**config.mk**
```make
export PLATFORM = sky130hd
export DESIGN_NAME = logic_axi4_stream_timer_flat
export DESIGN_NICKNAME = d
export VERILOG_FILES = /design/src/rtl/logic_axi4_stream_timer_pkg.sv /design/src/rtl/logic_axi4_stream_if.sv /design/src/rtl/logic_axi4_stream_timer_counter.sv /design/src/rtl/logic_axi4_stream_timer.sv /design/src/flat_wrapper.sv
export SDC_FILE = /design/constraint.sdc
export NUM_CORES = 1
export LEC_CHECK = 0
export ABC_CLOCK_PERIOD_IN_PS = 2500
export CORE_UTILIZATION = 35
export DETAILED_ROUTE_END_ITERATION = 8
export PLACE_DENSITY = 0.78
export SLEW_MARGIN = 20
export SYNTH_ARGS = -nofsm -noshare
export SYNTH_HDL_FRONTEND = slang
export SYNTH_SLANG_ARGS = --single-unit
```
**constraint.sdc**
```tcl
create_clock -name aclk -period 2.5 [get_ports aclk]
set_input_delay 0.25 -clock aclk [delete_from_list [all_inputs] [get_ports aclk]]
set_output_delay 0.25 -clock aclk [all_outputs]
set_load 0.03 [all_outputs]
```
**src/rtl/logic_axi4_stream_timer_pkg.sv**
```systemverilog
// rtl/logic_axi4_stream_timer_pkg.sv - shared types and constants for the stream countdown timer
package logic_axi4_stream_timer_pkg;

    typedef enum logic [1:0] {
        IDLE    = 2'd0,
        RUN     = 2'd1,
        PENDING = 2'd2
    } timer_state_e;

    localparam int OVERRUN_BIT = 0;

endpackage

```
**src/rtl/logic_axi4_stream_if.sv**
```systemverilog
// rtl/logic_axi4_stream_if.sv - AXI4-Stream bundle with receiver and transmitter views
interface logic_axi4_stream_if #(
    parameter int TDATA_BYTES = 4,
    parameter int TUSER_W     = 1,
    parameter int TDEST_W     = 1,
    parameter int TID_W       = 1
) ();
    logic [TDATA_BYTES*8-1:0] tdata;
    logic [TDATA_BYTES-1:0]   tstrb;
    logic [TDATA_BYTES-1:0]   tkeep;
    logic                     tlast;
    logic [TUSER_W-1:0]       tuser;
    logic [TDEST_W-1:0]       tdest;
    logic [TID_W-1:0]         tid;
    logic                     tvalid;
    logic                     tready;

    modport rx (
        input  tdata, tstrb, tkeep, tlast, tuser, tdest, tid, tvalid,
        output tready
    );

    modport tx (
        output tdata, tstrb, tkeep, tlast, tuser, tdest, tid, tvalid,
        input  tready
    );
endinterface

```
**src/rtl/logic_axi4_stream_timer_counter.sv**
```systemverilog
// rtl/logic_axi4_stream_timer_counter.sv - load/decrement counter with reload register and expiry pulse
module logic_axi4_stream_timer_counter #(
    parameter int W        = 32,
    parameter int PERIODIC = 0
) (
    input  logic         aclk,
    input  logic         areset_n,
    input  logic         load,
    input  logic [W-1:0] load_value,
    input  logic         enable,
    output logic         expire
);
    localparam logic [W-1:0] ONE = W'(1);

    logic [W-1:0] count_q;
    logic [W-1:0] reload_q;

    // A load in the same cycle masks expiry so a fresh interval always wins
    assign expire = enable && !load && (count_q == ONE);

    // Load, reload-on-expiry or decrement; never steps below 1
    always_ff @(posedge aclk or negedge areset_n) begin
        if (!areset_n) begin
            count_q  <= '0;
            reload_q <= '0;
        end else if (load) begin
            count_q  <= load_value;
            reload_q <= load_value;
        end else if (expire) begin
            if (PERIODIC != 0) begin
                count_q <= reload_q;
            end
        end else if (enable && (count_q > ONE)) begin
            count_q <= count_q - ONE;
        end
    end
endmodule

```
**src/rtl/logic_axi4_stream_timer.sv**
```systemverilog
// rtl/logic_axi4_stream_timer.sv - programmable one-shot/periodic countdown timer with stream event output
module logic_axi4_stream_timer
    import logic_axi4_stream_timer_pkg::*;
#(
    parameter int TDATA_BYTES = 4,
    parameter int PERIODIC    = 0
) (
    input  logic                 aclk,
    input  logic                 areset_n,
    logic_axi4_stream_if.rx      timer_config,
    logic_axi4_stream_if.tx      timer,
    output logic                 busy
);
    localparam int           W           = TDATA_BYTES * 8;
    localparam bit           IS_PERIODIC = (PERIODIC != 0);
    localparam logic [W-1:0] ONE         = W'(1);

    generate
        if (TDATA_BYTES < 1) begin : g_bad_bytes
            $error("logic_axi4_stream_timer: TDATA_BYTES must be >= 1");
        end
        if (PERIODIC != 0 && PERIODIC != 1) begin : g_bad_periodic
            $error("logic_axi4_stream_timer: PERIODIC must be 0 or 1");
        end
    endgenerate

    timer_state_e state_q;
    logic         tvalid_q;
    logic         overrun_q;
    logic         cfg_ready_q;
    logic         accept;
    logic         handshake;
    logic         expire;
    logic         count_en;
    logic [W-1:0] cfg_n;
    logic [W-1:0] load_value;
    logic [W-1:0] tdata_w;
    logic         cfg_unused;

    assign accept     = timer_config.tvalid && cfg_ready_q;
    assign handshake  = tvalid_q && timer.tready;
    assign cfg_n      = timer_config.tdata[W-1:0];
    assign load_value = (cfg_n == '0) ? ONE : cfg_n;
    assign count_en   = (state_q == RUN) || (IS_PERIODIC && state_q == PENDING);
    assign busy       = count_en;

    // Sideband fields of the config stream carry no meaning for the timer
    assign cfg_unused = ^{timer_config.tstrb, timer_config.tkeep, timer_config.tlast,
                          timer_config.tuser, timer_config.tdest, timer_config.tid};

    // Event payload: only the overrun flag is ever non-zero
    always_comb begin
        tdata_w              = '0;
        tdata_w[OVERRUN_BIT] = overrun_q;
    end

    assign timer_config.tready = cfg_ready_q;
    assign timer.tvalid        = tvalid_q;
    assign timer.tdata         = tdata_w;
    assign timer.tlast         = 1'b1;
    assign timer.tstrb         = '1;
    assign timer.tkeep         = '1;
    assign timer.tuser         = '0;
    assign timer.tdest         = '0;
    assign timer.tid           = '0;

    logic_axi4_stream_timer_counter #(
        .W        (W),
        .PERIODIC (PERIODIC)
    ) u_counter (
        .aclk       (aclk),
        .areset_n   (areset_n),
        .load       (accept),
        .load_value (load_value),
        .enable     (count_en),
        .expire     (expire)
    );

    // Control FSM: config accept preempts everything, expiry raises/coalesces the event
    always_ff @(posedge aclk or negedge areset_n) begin
        if (!areset_n) begin
            state_q     <= IDLE;
            tvalid_q    <= 1'b0;
            overrun_q   <= 1'b0;
            cfg_ready_q <= 1'b0;
        end else begin
            cfg_ready_q <= 1'b1;
            if (accept) begin
                state_q   <= RUN;
                tvalid_q  <= 1'b0;
                overrun_q <= 1'b0;
            end else begin
                case (state_q)
                    RUN: begin
                        if (expire) begin
                            tvalid_q  <= 1'b1;
                            overrun_q <= 1'b0;
                            state_q   <= PENDING;
                        end
                    end
                    PENDING: begin
                        if (handshake) begin
                            overrun_q <= 1'b0;
                            if (expire) begin
                                tvalid_q <= 1'b1;
                            end else begin
                                tvalid_q <= 1'b0;
                                state_q  <= IS_PERIODIC ? RUN : IDLE;
                            end
                        end else if (expire) begin
                            overrun_q <= 1'b1;
                        end
                    end
                    default: begin
                    end
                endcase
            end
        end
    end
endmodule

```
**src/flat_wrapper.sv**
```systemverilog
// flat-port wrapper written by rule: the top's interface ports become plain ports
module logic_axi4_stream_timer_flat import logic_axi4_stream_timer_pkg::*;
#(
    parameter int TDATA_BYTES = 4,
    parameter int PERIODIC    = 0
)
  (aclk, areset_n, busy, timer_config_tdata, timer_config_tstrb, timer_config_tkeep, timer_config_tlast, timer_config_tuser, timer_config_tdest, timer_config_tid, timer_config_tvalid, timer_config_tready, timer_tdata, timer_tstrb, timer_tkeep, timer_tlast, timer_tuser, timer_tdest, timer_tid, timer_tvalid, timer_tready);
  logic_axi4_stream_if #(.TDATA_BYTES(TDATA_BYTES)) timer_config_i ();
  logic_axi4_stream_if #(.TDATA_BYTES(TDATA_BYTES)) timer_i ();
  input  logic aclk;
  input  logic areset_n;
  output logic busy;
  input wire logic [$bits(timer_config_i.tdata)-1:0] timer_config_tdata;
  input wire logic [$bits(timer_config_i.tstrb)-1:0] timer_config_tstrb;
  input wire logic [$bits(timer_config_i.tkeep)-1:0] timer_config_tkeep;
  input wire logic [$bits(timer_config_i.tlast)-1:0] timer_config_tlast;
  input wire logic [$bits(timer_config_i.tuser)-1:0] timer_config_tuser;
  input wire logic [$bits(timer_config_i.tdest)-1:0] timer_config_tdest;
  input wire logic [$bits(timer_config_i.tid)-1:0] timer_config_tid;
  input wire logic [$bits(timer_config_i.tvalid)-1:0] timer_config_tvalid;
  output wire logic [$bits(timer_config_i.tready)-1:0] timer_config_tready;
  output wire logic [$bits(timer_i.tdata)-1:0] timer_tdata;
  output wire logic [$bits(timer_i.tstrb)-1:0] timer_tstrb;
  output wire logic [$bits(timer_i.tkeep)-1:0] timer_tkeep;
  output wire logic [$bits(timer_i.tlast)-1:0] timer_tlast;
  output wire logic [$bits(timer_i.tuser)-1:0] timer_tuser;
  output wire logic [$bits(timer_i.tdest)-1:0] timer_tdest;
  output wire logic [$bits(timer_i.tid)-1:0] timer_tid;
  output wire logic [$bits(timer_i.tvalid)-1:0] timer_tvalid;
  input wire logic [$bits(timer_i.tready)-1:0] timer_tready;
  assign timer_config_i.tdata = timer_config_tdata;
  assign timer_config_i.tstrb = timer_config_tstrb;
  assign timer_config_i.tkeep = timer_config_tkeep;
  assign timer_config_i.tlast = timer_config_tlast;
  assign timer_config_i.tuser = timer_config_tuser;
  assign timer_config_i.tdest = timer_config_tdest;
  assign timer_config_i.tid = timer_config_tid;
  assign timer_config_i.tvalid = timer_config_tvalid;
  assign timer_config_tready = timer_config_i.tready;
  assign timer_tdata = timer_i.tdata;
  assign timer_tstrb = timer_i.tstrb;
  assign timer_tkeep = timer_i.tkeep;
  assign timer_tlast = timer_i.tlast;
  assign timer_tuser = timer_i.tuser;
  assign timer_tdest = timer_i.tdest;
  assign timer_tid = timer_i.tid;
  assign timer_tvalid = timer_i.tvalid;
  assign timer_i.tready = timer_tready;
  logic_axi4_stream_timer #(.TDATA_BYTES(TDATA_BYTES), .PERIODIC(PERIODIC)) u_core (.aclk(aclk), .areset_n(areset_n), .timer_config(timer_config_i), .timer(timer_i), .busy(busy));
endmodule
```
# Word-level counts from Yosys, hierarchy flattened
# Cells that the tools add are included.
# word_totals
word_cells	46
ff_bits	37
output_inout_bits	47
# classes
n_reduce_logical	13
n_addsub	1
mux	18
n_lt_le_gt_ge	1
n_eq_ne	8
# ops
cell	n
32-bit 2-to-1 mux	4
32-bit by 1-bit equality test with 1-bit output, second input constant	1
32-bit by 1-bit greater-than comparator with 1-bit output, second input constant	1
32-bit logical NOT	1
32-bit by 1-bit subtractor with 32-bit output, second input constant	1
2-bit 2-to-1 mux	4
1-bit 2-to-1 mux	7
3-bit by 2-bit inequality test with 1-bit output, second input constant	2
3-bit AND reduction	2
1-bit logical AND	5
4-bit by 2-bit inequality test with 1-bit output, second input constant	1
1-bit case mux with 2 select lines	2
2-bit case mux with 2 select lines	1
4-bit AND reduction	1
3-bit inequality test, second input constant	1
3-bit nonzero test	1
2-bit by 1-bit equality test with 1-bit output, second input constant	1
2-bit equality test, second input constant	1
2-bit inequality test, second input constant	1
2-bit AND reduction	1
2-bit nonzero test	1
1-bit logical NOT	1

# Depth between registers and ports, before layout
# Gate-level depths: netlist (run 1).
# depth
word_depth	8
mapped_depth	7
depth_no_buf	6

# Hierarchy
# A second synthesis (run 1) with hierarchy kept.
# unflattened
cells_unflattened	364
area_unflattened_um2	2951.6
# by_module_without_submodules
module	instances	area_each_um2	seq_area_each_um2	cells_each
logic_axi4_stream_timer_counter	1	2187.1	800.8	254
logic_axi4_stream_timer	1	764.5	125.1	110

# Least setup slack after synthesis (run 1)
# OpenSTA, ideal clock, no wires.
# synth_timing
path_type	reg-to-reg
startpoint	register u_core.u_counter.count_q[16]
endpoint	register u_core.u_counter.count_q[14]
stages_incl_launch_ff	8
synth_period_minus_slack_ps	2670
setup_time_ps	126
setup_slack_ps	-170
t_arrival_ps	2544
cell_sequence	dfrtp_1 -> or4_1 -> or4_1 -> buf_6 -> or4_4 -> buf_6 -> and3_1 -> a221o_1
# synth_via
elab_chain_cells	4
word_cells_on_any_way	7
cone_classes	order compare: 1; eq/ne: 2; reduce/logical: 4
# synth_rtl
item	line_no	source
start, declared	logic_axi4_stream_timer_counter.sv:15	logic [W-1:0] count_q;
start signal, assigned	logic_axi4_stream_timer_counter.sv:27	count_q <= load_value;
start signal, assigned	logic_axi4_stream_timer_counter.sv:31	count_q <= reload_q;
start signal, assigned	logic_axi4_stream_timer_counter.sv:34	count_q <= count_q - ONE;
32-bit by 1-bit greater-than comparator with 1-bit output / 32-bit by 1-bit equality test with 1-bit output (equally long branches)	logic_axi4_stream_timer_counter.sv:33, logic_axi4_stream_timer_counter.sv:19	
1-bit logical AND (on tied branches)	logic_axi4_stream_timer_counter.sv:33, logic_axi4_stream_timer_counter.sv:19	
2-bit nonzero test (no source line) / 2-bit inequality test (equally long branches)	n/a	
2-bit AND reduction (no source line) *	n/a	
# Every way passes the cells marked *; elsewhere a longest branch is shown, timed or not.
# A chain may end at the register's enable or synchronous reset.

# Worst setup path in the final report (run 1)
# layout_timing
startpoint	register u_core.u_counter.count_q[21]
endpoint	register u_core.u_counter.count_q[14]
# The elaborated chain is that of the path after synthesis.

==> flow_metrics.py, run 1 <==
metrics = {
    "outcome": {
        "status": "completed",
    },
    "clock_tree": {
        "clk_latency_ps": 290,
        "cts.sink_count": 37,
        "cts_buffers": 5,
        "h-tree-depth": 2,
        "clock_path_buffers": 2,
        "ctsRootBufferMaster": "clkbuf_8",
        "cts_tree": "done",
        "clkTransAtPathRegs_ps": 70,
    },
    "worst_setup_path": {
        "crit_path_end": "u_core.u_counter.count_q[14]",
        "worstPathRequired_ps": 2680,
        "arrival_ps": 2620,
        "worst_setup_path_end_kind": "flop",
        "critPathKind": "flop to flop",
        "crit_fanout": 6,
        "r2r_slack_ps": 60,
        "r2r_cells": 5,
        "reg2reg_from": "u_core.u_counter.count_q[21]",
        "crit_start": "u_core.u_counter.count_q[21]",
        "worstSetupStartpointType": "flop",
        "reg2reg_to": "u_core.u_counter.count_q[14]",
    },
    "power_and_ir_drop": {
        "p_per_area_nw_per_um2": 484,
        "power_leakage_nw": 1.26,
        "peakVddDrop_mv": 0.192,
    },
    "placement": {
        "place_worst_setup_slack_ps": -120,
        "dp_hpwl_um": 4910,
        "gp_congestion": 0.857,
        "io_buffers": 39,
    },
    "global_route": {
        "grt_first_pass_wirelength_um": 10700,
        "antenna_found_initial": 0,
        "busiest_layer": "met2",
        "grt_pass1_vias": 2333,
        "grt_max_degree": 58,
        "met2_usage_pct": 28.3,
        "grt_use_total_pct": 17.4,
        "met1_usage_pct": 22.2,
        "grt.overflow.total": 0,
        "use_met3_pct": 3.05,
    },
    "die": {
        "die_h_um": 89.0,
        "dieArea_um2": 7930,
        "ios": 95,
        "die_x_um": 89.0,
        "fp-row-count": 31,
        "start_util_pct": 36.4,
        "core_um2": 7290,
    },
    "synthesis": {
        "synth.avg_cell_area_um2": 8.39,
        "synth-async-reset-ratio_pct": 100,
        "ys_dominant_reg_cell": "dfrtp_1",
        "syn-cell-area_um2": 2650,
        "yosys_warnings": 0,
        "synth-seq-cells": 37,
        "ys_seq_area_share_pct": 34.9,
        "synth_cell_types": 46,
        "synth-edff-count": 0,
        "synth_cells": 316,
    },
    "finish": {
        "fin_nets": 422,
        "antennaDiodeCount": 0,
        "area_growth_pct": 23.1,
        "drive_above_1_share_pct": 14.5,
    },
    "timing": {
        "relSlewSlack_pct": 65.1,
        "skew_ps": 6.18,
        "worst_pin_slew_ps": 523,
        "hold_violations": 0,
        "finalCritPeriodShare_pct": 97.5,
        "finalSetupTns_ps": 0,
        "drv_slew": 0,
        "grt_setup_unrepaired": "false",
        "fin_crit_ps": 2440,
        "fin_ws_ps": 61.7,
        "setup_viol": 0,
        "fmax_mhz": 410,
    },
    "run": {
        "maxCapViolations": 0,
    },
    "routing": {
        "drcViolationCount": 0,
        "first_pass_iters": 4,
        "num_vias": 2561,
        "drtIter0Drc": 270,
        "antenna_left": 0,
        "wl_per_cell_um": 14.2,
        "wl_um": 6690,
        "vias_per_cell": 5.44,
    },
    "worst_hold_path": {
        "hold_class": "input port to asynchronous set/reset pin",
    },
}
## stage by stage
stage | instances | hold slack (ps) | total power, W | utilization [%] | instance area, um^2
finish | 471 | 382 | 0.00158 | 44.8 | 3260
global route | 471 | 432 | 0.00166 | 44.8 | 3260
CTS | 469 | 404 | 0.00158 | 44.3 | 3230
detailed placement | 462 | 497 | 0.00116 | 42.9 | 3130
global placement | 462 | 494 | 0.00114 | 42.9 | 3130
floorplan | 358 | -45.6 | 0.00105 | - | 2810
## cell type report
cell class | instances | area (um^2)
Clock buffer | 7 | 86.3
Multi-Input combinational cell | 255 | 1490
Sequential cell | 37 | 927
Fill cell | 728 | 4030
Inverter | 5 | 18.8
Timing Repair Buffer | 68 | 618
Tap cell | 99 | 124
## per-layer routing
layer / part of all wire, % / vias up / wire [um]
met2: 50 / 91 / 3360
met3: 4.2 / 31 / 283
met1: 41 / 1218 / 2750
li1: - / 1221 / -
met5: 0 / - / 0
met4: 4.6 / 0 / 309
## worst max-delay path, stage by stage, from the launching register on
cell and delay [ps]:
dfrtp_1 440, nor4_1 440, nand3b_1 330, or4_4 650, and3_1 180, a221o_1 290
## synthesized netlist by cell type, types with 8 or more instances
cell | number | area share [%]
o21ai_0 | 15 | 2.8
or3_1 | 11 | 2.6
or4_1 | 12 | 3.4
clkbuf_1 | 14 | 2.0
o31ai_1 | 11 | 3.1
a31oi_1 | 23 | 5.4
nor2_1 | 32 | 4.5
buf_4 | 44 | 12
nor3_1 | 8 | 1.5
dfrtp_1 | 37 | 35
nand2_1 | 18 | 2.5
nor4_1 | 16 | 3.8
## layout by cell type (no fill, tap or decap), types with 14 or more instances in the layout
master	instances
buf_4	27
a31oi_1	23
conb_1	44
o21ai_0	14
dfrtp_1	36
nand2_1	18
nor2_1	32
nor4_1	16
clkdlybuf4s50_1	39
## how the worst min path moves through the flow
stage,startpoint,endpoint,slack [ps],cells after the start
finish,areset_n,u_core.timer_config.tready,380,2
global route,areset_n,u_core.timer_config.tready,430,2
CTS,areset_n,u_core.timer_config.tready,400,2
detailed placement,u_core.overrun_q,u_core.overrun_q,500,2
global placement,u_core.overrun_q,u_core.overrun_q,490,2
floorplan,areset_n,u_core.overrun_q,-50,0
## what timing repair did
action,4_1_cts,5_1_grt
hold buffers,0,0
resized for setup,5,6
cloned,0,1
endpoints found under the setup margin,13,10
pin swaps,2,3
setup buffers,0,1
## sequential cells by signal (all words and copies together) (netlist names)
signal                      cells
u_core.timer_config.tready      1
u_core.u_counter.count_q       32
u_core.overrun_q                1
u_core.state_q                  2
u_core.timer.tvalid             1
## cell families after synthesis
family	Yosys count	share of synthesized area [%]
buf+inv	66	16.2
flops	37	34.9
other cells	2	0.283
compound gates	77	19.5
simple gates	132	28.1
fa+ha+maj	2	0.944
## power by group
group / switching, W / internal (W) / total [W]
Sequential: 0.0000823 / 0.000674 / 0.000756
Combinational: 0.000236 / 0.000163 / 0.000399
Clock: 0.000205 / 0.000219 / 0.000424
Total: 0.000523 / 0.00106 / 0.00158
Power figures use the tool's default switching activity.
==> run 2: changes to the inputs <==
CORE_ASPECT_RATIO = 1.1   (was default)
SKIP_LAST_GASP = 1   (was default)
==> run 2 against run 1 <==
Against the previous run:
- setup slack lost 1.2 ps
- clock power grew 48%
- first-iteration DRC count shrank 61%
- largest cell class unchanged
==> flow_metrics.py, run 2 (synthesis results as in run 1) <==
metrics = {
    "outcome": {
        "status": "completed",
    },
    "routing": {
        "drtIter0Drc": 105,
        "vias_per_cell": 5.45,
        "num_vias": 2508,
        "wl_per_cell_um": 14.2,
        "drcViolationCount": 0,
        "wl_um": 6550,
        "antenna_left": 0,
        "first_pass_iters": 4,
    },
    "finish": {
        "largestRegisters": "u_core.u_counter.count_q x32, u_core.state_q x2",
        "fin_util_pct": 46.4,
        "regMostFlops": "u_core.u_counter.count_q",
        "largest_reg_flops": 32,
        "area_growth_pct": 25.3,
        "final_cell_mix": "44 x conb_1, 39 x clkdlybuf4s50_1, 36 x dfrtp_1",
        "multi_input_area_um2": 1490,
        "antennaDiodeCount": 0,
        "fin_nets": 424,
        "seqCellArea_um2": 927,
        "fillers": 687,
        "final_common_cell": "conb_1",
        "drive_above_1_share_pct": 15.2,
    },
    "die": {
        "die_x_um": 85.0,
        "ios": 95,
        "die_h_um": 93.3,
        "fp-row-count": 32,
        "core_um2": 7170,
        "dieArea_um2": 7930,
        "start_util_pct": 37.0,
    },
    "timing": {
        "fin_crit_ps": 2440,
        "drv_slew": 0,
        "worst_pin_slew_ps": 511,
        "setup_viol": 0,
        "relSlewSlack_pct": 65.9,
        "skew_ps": 5.25,
        "finalCritPeriodShare_pct": 97.6,
        "hold_violations": 0,
        "grt_setup_unrepaired": "true",
        "fin_hold_ws_ps": 376,
        "fmax_mhz": 410,
    },
    "worst_setup_path": {
        "critPathKind": "flop to flop",
        "r2r_slack_ps": 60,
        "worstPathRequired_ps": 2750,
        "cp_common_cell": "or4_4",
        "crit_chain": "or4_4 -> or4_4 -> or4_2 -> nor2_1 -> o221a_2",
        "worstSetupStartpointType": "flop",
        "critPathBufInv": 0,
        "r2r_cells": 5,
        "max_stage_delay_ps": 680,
        "critical_path.top_delay_family": "simple AND/OR/NAND/NOR gates",
        "reg2reg_from": "u_core.u_counter.count_q[16]",
        "worst_setup_path_end_kind": "flop",
        "arrival_ps": 2690,
        "crit_fanout": 4,
        "reg2reg_to": "u_core.timer.tvalid",
        "critPathSlowestCell": "or4_2",
    },
    "clock_tree": {
        "cts_buffers": 5,
        "clkTransAtPathRegs_ps": 80,
        "clk_latency_ps": 300,
        "h-tree-depth": 2,
        "clock_path_buffers": 2,
        "cts_tree": "done",
        "cts.sink_count": 37,
        "ctsRootBufferMaster": "clkbuf_8",
    },
    "power_and_ir_drop": {
        "pwr-share-seq_pct": 42.3,
        "p_per_area_nw_per_um2": 538,
        "internal_power_w": 0.00123,
        "peakVddDrop_mv": 0.257,
        "switchingPower_w": 0.000553,
        "switching_share_pct": 30.9,
        "combPwrFrac_pct": 22.5,
        "power_leakage_nw": 1.29,
        "pwr-share-clk_pct": 35.2,
    },
    "placement": {
        "io_buffers": 39,
        "gp_congestion": 0.874,
        "dp_hpwl_um": 4800,
    },
    "run": {
        "maxCapViolations": 0,
    },
    "global_route": {
        "antenna_found_initial": 0,
        "grt_pass1_vias": 2317,
        "grt_max_degree": 58,
        "grt.overflow.total": 0,
        "busiest_layer": "met2",
        "grt_use_total_pct": 17.4,
        "met2_usage_pct": 28.3,
        "grt_first_pass_wirelength_um": 11000,
        "met1_usage_pct": 23.2,
        "use_met3_pct": 3.27,
    },
    "worst_hold_path": {
        "hold_class": "input port to asynchronous set/reset pin",
    },
}
[run 2: how the worst max path moves through the flow]
stage                                  from                      endpoint  slack [ps]  cells after the start
3_3_place_gp   u_core.u_counter.count_q[16]  u_core.u_counter.count_q[14]         -20                      5
5_1_grt        u_core.u_counter.count_q[16]              u_core.overrun_q         -20                      5
6_report       u_core.u_counter.count_q[16]           u_core.timer.tvalid          60                      5
3_5_place_dp   u_core.u_counter.count_q[16]  u_core.u_counter.count_q[31]         -60                      6
2_1_floorplan  u_core.u_counter.count_q[16]  u_core.u_counter.count_q[14]        -170                      7
4_1_cts        u_core.u_counter.count_q[16]   u_core.u_counter.count_q[5]          20                      7
[run 2: final cells by class]
cell class	count	share of cell area [%]
well taps	85	3.20
multi-input cells	255	44.7
inverters	5	0.565
flip-flops and latches	37	27.9
clock buffers	5	2.07
clock inverters	3	1.96
repair buffers	70	19.6
[run 2: stage by stage]
stage	total power, W	cell area (um^2)	instances	TNS (ps)	setup slack (ps)
3_5_place_dp	0.00116	3150	451	-305	-64.1
3_3_place_gp	0.00114	3150	451	-42.6	-24.8
5_1_grt	0.00187	3320	460	-52.5	-15.5
6_report	0.00179	3320	460	0	60.5
2_1_floorplan	0.00105	2810	358	-211	-170
4_1_cts	0.00179	3300	460	0	17.0
[run 2: routing by layer]
| layer | vias up | part of all wire [%] |
|---|---|---|
| li1 | 1221 | - |
| met1 | 1197 | 45 |
| met2 | 85 | 48 |
| met3 | 5 | 6.8 |
| met4 | 0 | 0.78 |
| met5 | - | 0 |
[run 2: power by group through the flow]
| stage | sequential (W) | combinational (W) | clock, W |
|---|---|---|---|
| 2_1_floorplan | 0.000746 | 0.000302 | 0 |
| 3_3_place_gp | 0.000754 | 0.000386 | 0 |
| 3_5_place_dp | 0.000759 | 0.000399 | 0 |
| 4_1_cts | 0.000750 | 0.000401 | 0.000635 |
| 5_1_grt | 0.000770 | 0.000444 | 0.000659 |
| 6_report | 0.000756 | 0.000402 | 0.000629 |
[run 2: what timing repair did]
item	CTS	global route
hold buffers	0	0
resized for setup	5	5
setup endpoints to repair	14	18
pin swaps	1	3
setup buffers	1	0
==> run 3: changes to the inputs <==
ABC_CLOCK_PERIOD_IN_PS = default   (was 2500)
CORE_UTILIZATION = 41   (was 35)
PLACE_DENSITY = 0.87   (was 0.78)
==> run 3 against run 2 <==
Against the previous run:
- highest routed layer unchanged
- global-route usage up 2.3 points
- clock skew up 3.8 ps
- routed wire length down 2.5%
- worst hold slack got worse by 1.8 ps
- via count is 2.8% higher
- clock power down 35%
- non-clock buffer count shrank 6
==> flow_metrics.py, run 3 (synthesis results as in run 1) <==
metrics = {
    "outcome": {
        "status": "completed",
    },
    "worst_setup_path": {
        "worstSetupStartpointType": "flop",
        "worst_setup_path_end_kind": "flop",
        "r2r_cells": 6,
        "crit_fanout": 6,
        "crit_chain": "or4_4 -> or4_4 -> buf_4 -> or3_2 -> a31o_2 -> a31oi_1",
        "arrival_ps": 2700,
        "worstPathRequired_ps": 2720,
        "critPathSlowestCell": "or4_4",
        "critPathKind": "flop to flop",
        "cp_common_cell": "or4_4",
        "max_stage_delay_ps": 540,
    },
    "worst_hold_path": {
        "hold_class": "input port to asynchronous set/reset pin",
    },
    "timing": {
        "finalCritPeriodShare_pct": 99.4,
        "relSlewSlack_pct": 58.4,
        "grt_setup_unrepaired": "true",
        "fmax_mhz": 402,
        "setup_viol": 0,
        "fin_crit_ps": 2480,
        "skew_ps": 9.05,
        "drv_slew": 0,
        "hold_violations": 0,
        "fin_hold_ws_ps": 374,
        "worst_pin_slew_ps": 622,
    },
    "clock_tree": {
        "clock_path_buffers": 2,
        "post_cts_buffers": 0,
        "clkTransAtPathRegs_ps": 80,
        "cts.sink_count": 37,
        "cts_tree": "done",
        "cts_buffers": 5,
        "ctsRootBufferMaster": "clkbuf_8",
        "clk_latency_ps": 290,
        "cts_hold_buf": 0,
        "h-tree-depth": 2,
    },
    "finish": {
        "regMostFlops": "u_core.u_counter.count_q",
        "finalNonFillerCells": 449,
        "fin_nets": 418,
        "antennaDiodeCount": 0,
        "fin_util_pct": 51.5,
        "final_cell_mix": "44 x conb_1, 39 x clkdlybuf4s50_1, 37 x dfrtp_1",
        "largest_reg_flops": 32,
        "final_common_cell": "conb_1",
        "drive_above_1_share_pct": 13.3,
        "area_growth_pct": 20.3,
        "largestRegisters": "u_core.u_counter.count_q x32, u_core.state_q x2",
    },
    "global_route": {
        "grt.overflow.total": 0,
        "grt_use_total_pct": 19.7,
        "antenna_found_initial": 0,
        "grt_pass1_vias": 2420,
        "grt_first_pass_wirelength_um": 10700,
        "grt_max_degree": 38,
    },
    "die": {
        "fp-row-count": 30,
        "ios": 95,
        "core_um2": 6190,
        "die_x_um": 78.7,
        "die_h_um": 86.3,
        "start_util_pct": 42.8,
        "dieArea_um2": 6790,
    },
    "run": {
        "maxCapViolations": 0,
    },
    "routing": {
        "vias_per_cell": 5.74,
        "num_vias": 2577,
        "wl_per_cell_um": 14.2,
        "drcViolationCount": 0,
        "wl_um": 6390,
        "antenna_left": 0,
        "first_pass_iters": 5,
        "drtIter0Drc": 210,
    },
    "power_and_ir_drop": {
        "power_leakage_nw": 1.23,
        "p_per_area_nw_per_um2": 488,
        "peakVddDrop_mv": 0.283,
    },
    "placement": {
        "io_buffers": 39,
        "gp_congestion": 0.863,
        "dp.cells": 441,
        "dp_hpwl_um": 4750,
    },
}
## run 3: routing by layer
metal  vias up  part of all wire [%]  track usage (%)
met4         0                   1.4             6.90
met1      1244                    42             25.0
met3        12                   6.9             4.84
met5         -                     0                0
li1       1212                     -                -
met2       109                    49             32.8
## run 3: final cells by class
class,instances,area (um^2)
flip-flops and latches,37,926
clock inverters,2,10.0
well taps,80,100
clock buffers,6,72.6
inverters,5,18.8
multi-input cells,255,1470
repair buffers,64,591
fillers,586,3000
## run 3: worst max-delay path: cells and delay by family, from the launching register on
kind | cells | cell delay [ps]
and+or+nand+nor | 3 | 1480
DFF | 1 | 380
AOI/OAI and AO/OA | 2 | 380
buffers and inverters | 1 | 180
## run 3: worst paths after layout
kind                       slack, ps                          from                           end
setup / recovery                  20  u_core.u_counter.count_q[16]  u_core.u_counter.count_q[31]
hold / removal                   370                      areset_n  u_core.u_counter.count_q[10]
setup reg to reg                  20  u_core.u_counter.count_q[16]  u_core.u_counter.count_q[31]
hold reg to reg                  510              u_core.overrun_q              u_core.overrun_q
max in group asynchronous       1770                      areset_n  u_core.u_counter.count_q[17]
min in group aclk                510              u_core.overrun_q              u_core.overrun_q
## run 3: power breakdown
part | total (W) | internal, W | switching, W
Clock | 0.000409 | 0.000193 | 0.000215
Sequential | 0.000757 | 0.000673 | 0.0000839
Combinational | 0.000391 | 0.000159 | 0.000232
Total | 0.00156 | 0.00103 | 0.000531
## run 3: timing repair
item | 4_1_cts | 5_1_grt
resized for setup | 2 | 4
pin swaps | 1 | 2
setup endpoints to repair | 3 | 22
## run 3: metrics by stage
stage	cell area (um^2)	setup slack, ps	setup TNS [ps]	power (W)
after global placement	3090	-1.49	-1.49	0.00113
after floorplan	2810	-170	-211	0.00105
final	3190	15.5	0	0.00156
after global routing	3190	-65.8	-535	0.00164
after detailed placement	3090	-54.8	-106	0.00115
after CTS	3180	18.5	0	0.00155
==> variant, RTL diff (flow settings as in run 3) <==
`TDATA_BYTES` is set to 4 in 3 places; all go to 8.
--- a/src/rtl/logic_axi4_stream_if.sv
+++ b/src/rtl/logic_axi4_stream_if.sv
@@ -2,3 +2,3 @@
 interface logic_axi4_stream_if #(
-    parameter int TDATA_BYTES = 4,
+    parameter int TDATA_BYTES = 8,
     parameter int TUSER_W     = 1,
--- a/src/rtl/logic_axi4_stream_timer.sv
+++ b/src/rtl/logic_axi4_stream_timer.sv
@@ -4,3 +4,3 @@
 #(
-    parameter int TDATA_BYTES = 4,
+    parameter int TDATA_BYTES = 8,
     parameter int PERIODIC    = 0
--- a/src/flat_wrapper.sv
+++ b/src/flat_wrapper.sv
@@ -3,3 +3,3 @@
 #(
-    parameter int TDATA_BYTES = 4,
+    parameter int TDATA_BYTES = 8,
     parameter int PERIODIC    = 0
Interface: changed (6 resized); port bits go from 95 to 175. The function was not compared with the original's and may differ.
==> variant against run 3 <==
- the flow now finishes with violations (setup timing)
- wire length increased to 2.7 times the old value
- final area increased by 120%
- worst setup slack got worse by 180 ps
- sequential cell count increased by 32
- area after synthesis increased by 93%
- non-clock buffer count increased by 102
- first-iteration DRC count increased to 2.7 times the old value
- power increased by 150%
- via count increased by 120%
- count of clock-buffer cells in the layout increased by 6
- critical endpoint is now u_core.u_counter.count_q[61]$_DFFE_PN0P_
- sequential power increased by 88%
==> variant: results (changes against run 3) <==
- Status: finished with violations
- Violated checks: setup timing
- Clock skew: 6.48 ps (-2.57 ps)
- Final setup margin: -162 ps (-177 ps)
- Final setup viols: 13 (+13)
- Worst hold slack: 425 ps (+50.5 ps)
- Synth cell types: 62 (+35%)
- GRT met3 Usage: 5.64% (+0.80 points)
- WL/cell: 18.6 um (+31%)
- Vias in the first global route: 5,068 (+110%)
- First-pass GRT wire length: 25,500 um (+140%)
- Setup TNS: -1120 ps (-1120 ps)
- Cell count of the worst reg-to-reg path: 8 (+2)
- Htree depth: 3 (+1)
- P&R area growth vs syn: 35.4%
- Placed instance area: 6220 um2 (+100%)
- WL met2: 8270 um (+160%)
- M1 WL: 6390 um (+140%)
- Clk slew on worst S/H paths: 60 ps (-20 ps)
- Routed Wire Length: 17,200 um (+170%)
- # fillers: 1,018 (+74%)
- Share of cells above drive strength 1: 20.3% (+7.1 points)
- PortBufs: 71 (+82%)
- Slew @ Worst Pin: 1060 ps (+442 ps)
- Final nets: 852 (+100%)
- Biggest regs: u_core.u_counter.count_q: 64 flops, u_core.state_q: 2 flops
- Initial DRC Count: 569 (+170%)
- Maximum VDD drop: 0.000294 V (+3.8%)
- Met1 Usage GRT: 32.0% (+7.1 points)
- Hold_buf cts: 1 (+1)
- R2r endpoint: u_core.u_counter.count_q[61]$_DFFE_PN0P_
- Routed via count: 5,688 (+120%)
- Met3 wire length: 1680 um (+280%)
- Static leakage: 2.72 nW (+120%)
- Setup repair bufs after CTS: 4 (+4)
- Worst skew pair latency: 350 ps (+60 ps)
- Worst Setup SP: u_core.u_counter.count_q[6]$_DFFE_PN0P_
- Pin count of the biggest net entering global routing: 37 (-2.6%)
- Register area share after synthesis: 33.7% (-1.2 points)
- Setup Slack @ Placement: -111 ps (-56.0 ps)
- CTS resizes: 6 (+4)
variant: area by class of cell:
| class | instances | area share, % |
|---|---|---|
| well taps | 154 | 2.78 |
| clock inverters | 4 | 1.01 |
| inverters | 4 | 0.271 |
| repair buffers | 166 | 21.9 |
| flip-flops and latches | 69 | 24.9 |
| clock buffers | 12 | 3.70 |
| multi-input cells | 512 | 45.5 |
variant: logic make-up (layout without fill, tap and decap cells):
logic type / count (synthesis) / count (layout) / synth area share, %
other: 2 / 84 / 0.147
AOI/OAI and AO/OA: 137 / 137 / 18.2
and+or+nand+nor: 278 / 279 / 30.5
adders and majority gates: 2 / 2 / 0.488
buffers and inverters: 121 / 186 / 15.3
DFF: 69 / 69 / 33.7
xor gates and xnor gates: 10 / 10 / 1.71
variant: where the power goes:
| group | leakage [nW] | internal (mW) | switching, mW |
|---|---|---|---|
| Sequential | 0.788 | 1.26 | 0.160 |
| Clock | 0.163 | 0.925 | 0.514 |
| Combinational | 1.77 | 0.425 | 0.582 |
